[config.mk]
export PLATFORM = sky130hd
export DESIGN_NAME = osc_tick_gen
export DESIGN_NICKNAME = d
export VERILOG_FILES = /design/src/rtl/osc_tick_pkg.sv /design/src/rtl/osc_tick_chan.sv /design/src/rtl/osc_tick_gen.sv
export SDC_FILE = /design/constraint.sdc
export NUM_CORES = 1
export LEC_CHECK = 0
export CAP_MARGIN = 20
export CORE_MARGIN = 5
export CORE_UTILIZATION = 45
export DETAILED_ROUTE_END_ITERATION = 8
export SLEW_MARGIN = 20
export SYNTH_ARGS = -nofsm -noshare
export SYNTH_HDL_FRONTEND = slang
export SYNTH_SLANG_ARGS = --single-unit
[constraint.sdc]
create_clock -name CLK -period 3.35 [get_ports CLK]
set_input_delay 0.335 -clock CLK [delete_from_list [all_inputs] [get_ports CLK]]
set_output_delay 0.335 -clock CLK [all_outputs]
set_load 0.03 [all_outputs]
[src/rtl/osc_tick_pkg.sv]
// Shared constants and helpers for the oscillator tick generator.
package osc_tick_pkg;

  localparam int DIV_W_DEF       = 16;
  localparam int DEFAULT_DIV_DEF = 125;

  localparam logic MODE_TICK = 1'b0;
  localparam logic MODE_SQ   = 1'b1;

  // A programmed divisor of zero would stall the counter, so it runs as divide-by-one.
  function automatic logic [31:0] eff_div(input logic [31:0] d);
    return (d == 32'd0) ? 32'd1 : d;
  endfunction

endpackage

[src/rtl/osc_tick_chan.sv]
// One tick channel: down counter, active/shadow divisor pair, TICK strobe and SQ wave.
module osc_tick_chan
  import osc_tick_pkg::*;
#(
  parameter int DIV_W       = DIV_W_DEF,
  parameter int DEFAULT_DIV = DEFAULT_DIV_DEF
) (
  input  logic             clk_i,
  input  logic             rst_ni,
  input  logic             run_i,
  input  logic             mode_i,
  input  logic [DIV_W-1:0] div_val_i,
  input  logic             div_load_i,
  output logic             tick_o,
  output logic             sq_o,
  output logic             pending_o
);

  localparam logic [DIV_W-1:0] DEF_DIV    = DIV_W'(DEFAULT_DIV);
  localparam logic [DIV_W-1:0] DEF_RELOAD = DIV_W'((DEFAULT_DIV == 0) ? 0 : DEFAULT_DIV - 1);

  logic [DIV_W-1:0] count_q, count_d;
  logic [DIV_W-1:0] activeDiv_q, activeDiv_d;
  logic [DIV_W-1:0] shadowDiv_q, shadowDiv_d;
  logic             pend_q, pend_d;
  logic             tick_q, tick_d;
  logic             sq_q, sq_d;
  logic             terminal;

  // Counter reload value for a divisor, with zero treated as one.
  function automatic logic [DIV_W-1:0] reloadOf(input logic [DIV_W-1:0] d);
    logic [31:0] e;
    e = eff_div(32'(d));
    return DIV_W'(e - 32'd1);
  endfunction

  // Next-state logic: idle parks the counter, run counts down and reloads at terminal count.
  always_comb begin
    count_d     = count_q;
    activeDiv_d = activeDiv_q;
    shadowDiv_d = shadowDiv_q;
    pend_d      = pend_q;
    tick_d      = 1'b0;
    sq_d        = 1'b0;
    terminal    = (count_q == '0);

    if (!run_i) begin
      if (div_load_i) begin
        shadowDiv_d = div_val_i;
        pend_d      = 1'b1;
        count_d     = reloadOf(activeDiv_q);
      end else if (pend_q) begin
        activeDiv_d = shadowDiv_q;
        pend_d      = 1'b0;
        count_d     = reloadOf(shadowDiv_q);
      end else begin
        count_d = reloadOf(activeDiv_q);
      end
    end else if (!terminal) begin
      count_d = count_q - DIV_W'(1);
      sq_d    = (mode_i == MODE_TICK) ? 1'b0 : sq_q;
      if (div_load_i) begin
        shadowDiv_d = div_val_i;
        pend_d      = 1'b1;
      end
    end else begin
      tick_d = 1'b1;
      sq_d   = (mode_i == MODE_SQ) ? ~sq_q : 1'b0;
      if (div_load_i) begin
        activeDiv_d = div_val_i;
        shadowDiv_d = div_val_i;
        pend_d      = 1'b0;
        count_d     = reloadOf(div_val_i);
      end else if (pend_q) begin
        activeDiv_d = shadowDiv_q;
        pend_d      = 1'b0;
        count_d     = reloadOf(shadowDiv_q);
      end else begin
        count_d = reloadOf(activeDiv_q);
      end
    end
  end

  // Channel state registers, cleared to the default divisor on reset.
  always_ff @(posedge clk_i or negedge rst_ni) begin
    if (!rst_ni) begin
      count_q     <= DEF_RELOAD;
      activeDiv_q <= DEF_DIV;
      shadowDiv_q <= DEF_DIV;
      pend_q      <= 1'b0;
      tick_q      <= 1'b0;
      sq_q        <= 1'b0;
    end else begin
      count_q     <= count_d;
      activeDiv_q <= activeDiv_d;
      shadowDiv_q <= shadowDiv_d;
      pend_q      <= pend_d;
      tick_q      <= tick_d;
      sq_q        <= sq_d;
    end
  end

  assign tick_o    = tick_q;
  assign sq_o      = sq_q;
  assign pending_o = pend_q;

endmodule

[src/rtl/osc_tick_gen.sv]
// Multi-channel tick generator: start-up settle counter plus NUM_CH independent channels.
module osc_tick_gen
  import osc_tick_pkg::*;
#(
  parameter int NUM_CH         = 4,
  parameter int DIV_W          = DIV_W_DEF,
  parameter int DEFAULT_DIV    = DEFAULT_DIV_DEF,
  parameter int STARTUP_CYCLES = 1024
) (
  input  logic                    CLK,
  input  logic                    RESETN,
  input  logic [NUM_CH-1:0]       EN,
  input  logic [NUM_CH-1:0]       MODE,
  input  logic [NUM_CH*DIV_W-1:0] DIV_VAL,
  input  logic [NUM_CH-1:0]       DIV_LOAD,
  output logic [NUM_CH-1:0]       TICK,
  output logic [NUM_CH-1:0]       SQ,
  output logic [NUM_CH-1:0]       PENDING,
  output logic                    READY
);

  localparam int             SU_W    = $clog2(STARTUP_CYCLES + 1);
  localparam logic [SU_W-1:0] SU_LAST = SU_W'(STARTUP_CYCLES);

  logic [SU_W-1:0] startup_q, startup_d;
  logic            ready_q, ready_d;

  // Settle counter saturates at STARTUP_CYCLES; READY rises on the edge it gets there.
  always_comb begin
    startup_d = startup_q;
    ready_d   = ready_q;
    if (startup_q != SU_LAST) begin
      startup_d = startup_q + SU_W'(1);
      if (startup_d == SU_LAST) begin
        ready_d = 1'b1;
      end
    end
  end

  // Start-up state registers.
  always_ff @(posedge CLK or negedge RESETN) begin
    if (!RESETN) begin
      startup_q <= '0;
      ready_q   <= 1'b0;
    end else begin
      startup_q <= startup_d;
      ready_q   <= ready_d;
    end
  end

  assign READY = ready_q;

  for (genvar i = 0; i < NUM_CH; i++) begin : g_chan
    osc_tick_chan #(
      .DIV_W      (DIV_W),
      .DEFAULT_DIV(DEFAULT_DIV)
    ) u_chan (
      .clk_i     (CLK),
      .rst_ni    (RESETN),
      .run_i     (EN[i] & ready_q),
      .mode_i    (MODE[i]),
      .div_val_i (DIV_VAL[i*DIV_W +: DIV_W]),
      .div_load_i(DIV_LOAD[i]),
      .tick_o    (TICK[i]),
      .sq_o      (SQ[i]),
      .pending_o (PENDING[i])
    );
  end

endmodule

==> results of run 1 <==
-- metrics by stage --
| step | util (%) | std cells | cell area (um^2) | power [W] |
|---|---|---|---|---|
| finish | 53.0 | 2428 | 18200 | 0.00853 |
| global route | 53.0 | 2428 | 18200 | 0.00904 |
| CTS | 52.9 | 2428 | 18200 | 0.00859 |
| detailed placement | 50.5 | 2379 | 17300 | 0.00574 |
| global placement | 50.5 | 2379 | 17300 | 0.00570 |
| floorplan | - | 1834 | 15600 | 0.00494 |
-- timing repair --
action,4_1_cts,5_1_grt
gates resized for setup,0,2
setup endpoints to repair,0,3
setup buffers,0,0
endpoints found under the hold margin,74,0
hold buffers,1,0
-- state kept, by name, summed over array words and instances (netlist names) --
| register | count |
|---|---|
| g_chan.u_chan.activeDiv_q | 64 |
| g_chan.u_chan.count_q | 64 |
| g_chan.u_chan.shadowDiv_q | 64 |
| startup_q | 11 |
| g_chan.u_chan.pending_o | 4 |
| g_chan.u_chan.sq_o | 4 |
| g_chan.u_chan.tick_o | 4 |
| READY | 1 |
-- path summary, 6_finish.rpt --
kind                                                               end  slack, ns  cells after the start
worst max-delay path            g_chan[0].u_chan.count_q[10]$_DFF_PN0_       0.35                     11
worst min-delay path                 g_chan[2].u_chan.sq_o$_DFFE_PN0P_       0.35                      2
worst max register to register  g_chan[0].u_chan.count_q[10]$_DFF_PN0_       0.35                     11
worst min register to register   g_chan[3].u_chan.count_q[0]$_DFF_PN0_       0.49                      1
max in group asynchronous        g_chan[3].u_chan.count_q[6]$_DFF_PN1_       2.02                      3
min in group asynchronous            g_chan[0].u_chan.sq_o$_DFFE_PN0P_       0.42                      2
-- final cells by class --
| type | instances | area (um^2) | share of cell area, % |
|---|---|---|---|
| Clock buffer | 43 | 816 | 4.48 |
| Clock inverter | 5 | 25.0 | 0.137 |
| Inverter | 40 | 150 | 0.825 |
| Multi-Input combinational cell | 1481 | 9490 | 52.1 |
| Sequential cell | 216 | 5490 | 30.2 |
| Tap cell | 455 | 569 | 3.13 |
| Timing Repair Buffer | 188 | 1670 | 9.17 |
-- power groups by stage --
stage               clock network, W  registers, W  logic [W]
global placement                   0       0.00370    0.00200
finish                       0.00278       0.00369    0.00205
detailed placement                 0       0.00372    0.00202
floorplan                          0       0.00354    0.00140
global route                 0.00299       0.00377    0.00228
CTS                          0.00288       0.00368    0.00204
-- per-layer routing --
layer  share of wire (%)  up-vias
met2                  45      532
li1                    -     7056
met1                  46     7114
met3                 5.8       85
met4                 2.5        0
met5                   0        -
-- cells in the final DEF (no fill, tap or decap), types with 23 or more instances in the layout --
master | synthesis | routed
a21oi_1 | 146 | 146
xnor2_1 | 84 | 84
o21ai_0 | 82 | 82
inv_1 | 39 | 39
nand2_1 | 153 | 153
nor3_1 | 61 | 61
mux2_2 | 62 | 62
nor4_1 | 61 | 61
clkbuf_16 | 0 | 27
mux2i_1 | 38 | 38
dfrtp_1 | 148 | 148
ha_1 | 23 | 23
clkdlybuf4s50_1 | 0 | 89
buf_4 | 13 | 95
or4_1 | 29 | 29
xor2_1 | 80 | 80
o22ai_1 | 77 | 77
dfstp_2 | 68 | 68
nand3_1 | 57 | 57
nor2_1 | 211 | 211
-- worst max-delay path: cells and delay by family (launching register included) --
kind            cells  cell delay (ns)
xor+xnor            1             0.20
flops               1             0.43
compound gates      3             0.49
mux                 1             0.11
buf+inv             1             0.15
fa+ha+maj           1             0.24
simple gates        4             1.25
-- cells by family after synthesis --
kind of cell	after synthesis	synth area share, %
AOI/OAI and AO/OA	480	19.6
xor gates and xnor gates	164	9.24
adders and majority gates	23	1.85
buffers and inverters	137	3.77
DFF	216	35.3
muxes	101	7.02
and+or+nand+nor	713	23.2
==> summary.md, run 1 <==
| Metric | Value |
|---|---|
| Outcome | finished, final reports clean |
| CP required | 3.77 ns |
| CP Launch Type | register |
| IO Count | 91 |
| Mean post-synth cell area | 8.48 um^2 |
| Fill cells | 3,280 |
| Initial core utilization | 45.2% |
| Yosys cell types | 84 |
| Diode count | 0 |
| Final Hold Fails | 0 |
| Tmin final | 3.00 ns |
| Slowest CP cell | or4_1 |
| Crit Path Class | register to register |
| Worst path cell trace | or4_1 > nor3_1 > a21oi_1 > ha_1 > nor3b_1 > buf_4 > nand3_1 > xor2_1 > mux2i_1 > a32oi_1 > o211ai_1 |
| DRT iter0 DRCs | 1,018 |
| Max VDD drop | 318 uV |
| CTS max path bufs | 3 |
| Worst r2r src | g_chan[0].u_chan.shadowDiv_q[13]$_DFFE_PN0P_ |
| Die Width | 196 um |
| Total track usage | 24.9% |
| GR Util met2 | 39.5% |
| GR peak layer | met2 |
| Internal Power | 0.00570 W |
| Via density | 6.09 |
| Peak Freq | 333 MHz |
| Seq/Total Area, Yosys | 35.3% |
| Post-synth top area share | 23.8% |
| Cell area power density | 468 mW/mm^2 |
| Part of the power in registers | 43.3% |
| Clk Latency, worst-skew pair | 0.55 ns |
| Area added between synthesis and finish | 17.1% |
| Ys Warns | 0 |
| Worst-path clk slew | 0.06 ns |
| Post-Synthesis Cells | 1,834 |
| First-pass GRT wire length | 79,000 um |
| CTS tree | yes |
| LEAKAGE | 6.68 nW |
| CP Data Arrival Time | 3.42 ns |
| Die Y | 196 um |
| Most numerous cell in the Yosys netlist | nor2_1 |
| Period utilization | 89.6% |
| Dpl hpwl | 36,700 um |
| CP peak stage delay | 0.59 ns |
| Pre-CTS setup slack | 0.237 ns |
| Peak fanout along the critical path | 5 |
| Fin nets | 2,054 |
| Clock Skew | 0.0117 ns |
| Vias in the first global route | 14,400 |
| Switching part of the total power | 33.1% |
| PortBufs | 90 |
| Die ar. | 0.0384 mm^2 |
| Synth area leaders | dfrtp_1 24%, dfstp_2 11%, nor2_1 5.1%, xnor2_1 4.7%, a21oi_1 4.7% |
| CTS Buf Count | 26 |
| Min-Delay Startpoint | MODE[2] |
| HP Class | input port to register |
| Initial antenna violation count | 0 |
| CORE AREA | 0.0344 mm^2 |
| Vias post-DR | 14,800 |
| Synthesized cell area | 0.0156 mm^2 |
| Slew headroom | 41.4% |
| Post-synth ARST share | 100% |
| Row cnt | 68 |
| Logic pwr share | 24.1% |
| Hold slack | 0.345 ns |
| Clock net sink count | 216 |
| Synthesized flop and latch total | 216 |
| Slew Limit Fails | 0 |
| Final ANT Viol Nets | 0 |
| Critical path origin | g_chan[0].u_chan.shadowDiv_q[13]$_DFFE_PN0P_ |
| Met3 Track Usage GR | 2.90% |
| Switching pwr | 0.00282 W |
| DR pass1 iterations | 5 |
| Worst-margin pin slew | 0.872 ns |
| Layout cells sized above 1 | 15.4% |
| Crit. End Element | register |
| Met1 GRT Util | 36.3% |
| Top cell type by total area after synthesis | dfrtp_1 |
| Post-synth EDFFs | 0 |
| Final setup margin | 0.348 ns |
| Wire per inst | 20.3 um |
| Max Cap Viol | 0 |
| Syn Nets | 1,935 |
| Clk pwr share | 32.6% |
| RSZ-0062 raised after global routing | false |
| Drc violations | 0 |
| Setup TNS | 0 ns |
| Synth Flop Type | dfrtp_1 |
| Final global-route overflow total | 0 |
| # setup viols final | 0 |
| Clock root buffer | clkbuf_16 |
| Commonest cells in the netlist | 211 x nor2_1, 153 x nand2_1, 148 x dfrtp_1 |
| GPL Wtd Cong | 0.960 |
| Pin count of the biggest net entering global routing | 99 |
| Total wire length | 49,300 um |
| Htree depth | 1 |
Power figures use the tool's default switching activity.
==> run 2: changes to the inputs <==
Settings changed: ABC_CLOCK_PERIOD_IN_PS set to 3350.
==> results of run 2 <==
Same layout as run 1: the final DEF is identical, and so are final timing and power.
==> run 3: changes to the inputs <==
Settings changed: DONT_BUFFER_PORTS set to 1.
==> run 3 against run 2 <==
Net effect:
- the flow now finishes with violations (negative hold slack)
- sequential power hardly changed
- critical path depth did not move
- register-to-register slack worse by 0.09 ns
- first-iteration DRC count is 31% higher
- design area decreased by 2.5%
- sequential share of layout area grew 0.77 points
- via count up 0.27%
- critical path type unchanged
- critical endpoint is now g_chan[3].u_chan.count_q[14]$_DFF_PN0_
- highest routed layer unchanged
==> summary.md, run 3 (synthesized netlist as in run 1, its figures left out) <==
| Metric | Value |
|---|---|
| Outcome | complete, but fails checks |
| Failing checks | negative hold slack |
| CP Launch Type | register |
| Met1 Routed Length | 21,700 um (-4.9%) |
| Die Width | 196 um (unchanged) |
| DRT iter0 DRCs | 1,336 (+31%) |
| Fill cells | 3,206 (-2.3%) |
| Total track usage | 24.9% (-0.052 points) |
| Switching pwr | 0.00271 W (-4.1%) |
| Pin count of the biggest net entering global routing | 217 (+120%) |
| CP required | 3.77 ns (about the same) |
| Total power | 0.00853 W (about the same) |
| Area added between synthesis and finish | 14.1% |
| Worst-margin pin slew | 1.07 ns (+0.200 ns) |
| Clock root buffer | clkbuf_16 |
| Peak Freq | 323 MHz (-2.9%) |
| Total wire length | 49,100 um (-0.43%) |
| LEAKAGE | 6.46 nW (-3.2%) |
| Internal Power | 0.00582 W (+2.0%) |
| First-pass GRT wire length | 79,200 um (+0.25%) |
| Initial antenna violation count | 0 (unchanged) |
| Met3 wire len | 3940 um (+39%) |
| Final ANT Viol Nets | 0 (unchanged) |
| Clock Skew | 0.0106 ns (-0.00117 ns) |
| Vias in the first global route | 14,300 (-0.65%) |
| Final Hold Fails | 216 (+216) |
| Clk Latency, worst-skew pair | 0.54 ns (about the same) |
| Tmin final | 3.09 ns (+0.0894 ns) |
| PortBufs | 0 (-100%) |
| GPL Wtd Cong | 0.935 (-2.5%) |
| Vias post-DR | 14,800 (+0.27%) |
| Crit Path Class | register to register |
| Logic pwr share | 21.8% (-2.3 points) |
| Slew Limit Fails | 0 (unchanged) |
| Post-DP Area | 0.0161 mm^2 (-7.1%) |
| Most frequent cells in the layout | 211 x nor2_1, 153 x nand2_1, 148 x dfrtp_1, 146 x a21oi_1, 84 x xnor2_1 |
| Final global-route overflow total | 0 (unchanged) |
| Layout cells sized above 1 | 14.0% (-1.4 points) |
| Top sig layer | met4 |
| Max VDD drop | 421 uV (+32%) |
| Post-CTS Hold Buffers | 72 (+71) |
| Peak fanout along the critical path | 6 (+1) |
| Row cnt | 68 (unchanged) |
| Clk pwr share | 35.0% (+2.4 points) |
| Cell area power density | 480 mW/mm^2 (+2.6%) |
| IO Count | 91 (unchanged) |
| Slew headroom | 28.3% (-13 points) |
| Hold slack | -0.513 ns (-0.859 ns) |
| Switching part of the total power | 31.8% (-1.4 points) |
| Register area | 0.00549 mm^2 (unchanged) |
| Top flop regs | g_chan.u_chan.activeDiv_q x64, g_chan.u_chan.count_q x64, g_chan.u_chan.shadowDiv_q x64 |
| Worst-path clk slew | 0.06 ns (about the same) |
| Htree depth | 1 (unchanged) |
| Period utilization | 92.3% (+2.7 points) |
| Commonest non-fill, non-tap cell in the layout | nor2_1 |
| Dpl hpwl | 34,600 um (-5.8%) |
| CTS Buf Count | 27 (+3.8%) |
| Die ar. | 0.0384 mm^2 (unchanged) |
| Initial core utilization | 45.2% (unchanged) |
| Setup TNS | 0 ns (unchanged) |
| Max Cap Viol | 0 (unchanged) |
| Wire per inst | 20.7 um (+2.0%) |
| Fin nets | 1,997 (-2.8%) |
| # setup viols final | 0 (unchanged) |
| CP Data Arrival Time | 3.51 ns (+0.09 ns) |
| CTS max path bufs | 3 (unchanged) |
| DR pass1 iterations | 5 (unchanged) |
| Part of the power in registers | 43.2% (about the same) |
| Clock net sink count | 216 (unchanged) |
| Met2 WL | 22,300 um (-0.49%) |
| Diode count | 0 (unchanged) |
| Drc violations | 0 (unchanged) |
| CORE AREA | 0.0344 mm^2 (unchanged) |
| Cell area after layout | 0.0178 mm^2 (-2.5%) |
| Crit. End Element | register |
| Via density | 6.25 (+2.7%) |
| HP Class | input port to asynchronous set/reset pin |
| CTS tree | yes |
| Multi-input logic area | 0.00948 mm^2 (about the same) |
| RSZ-0062 raised after global routing | false |
| Die Y | 196 um (unchanged) |
| Register-to-register setup slack | 0.26 ns (-0.09 ns) |
-- run 3: layout make-up --
| type | instances | share of cell area [%] |
|---|---|---|
| repair buffers | 130 | 6.51 |
| clock buffers | 36 | 4.28 |
| inverters | 40 | 0.846 |
| well taps | 455 | 3.21 |
| flip-flops and latches | 216 | 30.9 |
| clock inverters | 13 | 0.825 |
| multi-input cells | 1481 | 53.4 |
-- run 3: critical path, stage by stage (launching register included) --
cell      delay [ns]
dfstp_2         0.57
or4_4           0.15
nand2b_1        0.21
nor3_1          0.11
nor2_1          0.10
ha_1            0.18
nor3b_1         0.61
nand4_1         0.19
xnor2_1         0.20
a221oi_1        0.28
nor3_1          0.09
a311o_1         0.27
-- run 3: power by group through the flow --
| stage | clock (W) | combinational (W) | sequential [W] |
|---|---|---|---|
| floorplan | 0 | 0.00140 | 0.00354 |
| global placement | 0 | 0.00170 | 0.00369 |
| detailed placement | 0 | 0.00172 | 0.00371 |
| CTS | 0.00308 | 0.00183 | 0.00367 |
| global route | 0.00319 | 0.00205 | 0.00375 |
| finish | 0.00298 | 0.00186 | 0.00368 |
-- run 3: path summary, 6_finish.rpt --
path,from,to,cells after the start
max,g_chan[3].u_chan.activeDiv_q[0]$_DFFE_PN1P_,g_chan[3].u_chan.count_q[14]$_DFF_PN0_,11
max reg2reg,g_chan[3].u_chan.activeDiv_q[0]$_DFFE_PN1P_,g_chan[3].u_chan.count_q[14]$_DFF_PN0_,11
min reg2reg,g_chan[3].u_chan.count_q[0]$_DFF_PN0_,g_chan[3].u_chan.count_q[0]$_DFF_PN0_,1
min,RESETN,g_chan[0].u_chan.count_q[15]$_DFF_PN0_,0
max in group asynchronous,RESETN,g_chan[1].u_chan.count_q[2]$_DFF_PN1_,0
min in group CLK,DIV_VAL[62],g_chan[3].u_chan.activeDiv_q[14]$_DFFE_PN0P_,2
-- run 3: per-stage QoR --
step,instances,utilization [%],setup WS [ns]
final,2371,51.6,0.258
after global routing,2371,51.6,0.0743
after CTS,2371,51.6,0.252
after detailed placement,2250,46.9,0.258
after global placement,2250,46.9,0.307
after floorplan,1834,-,0.564
-- run 3: per-layer routing --
metal	GRT usage, %	up-vias
met5	0	-
met4	6.28	0
met3	4.31	97
met2	39.6	612
met1	35.3	7159
li1	-	6959
-- run 3: repair_timing --
action / 4_1_cts / 5_1_grt
buffers inserted: 0 / 0
gates resized for setup: 0 / 1
setup endpoints to repair: 0 / 1
hold endpoints to repair: 306 / 216
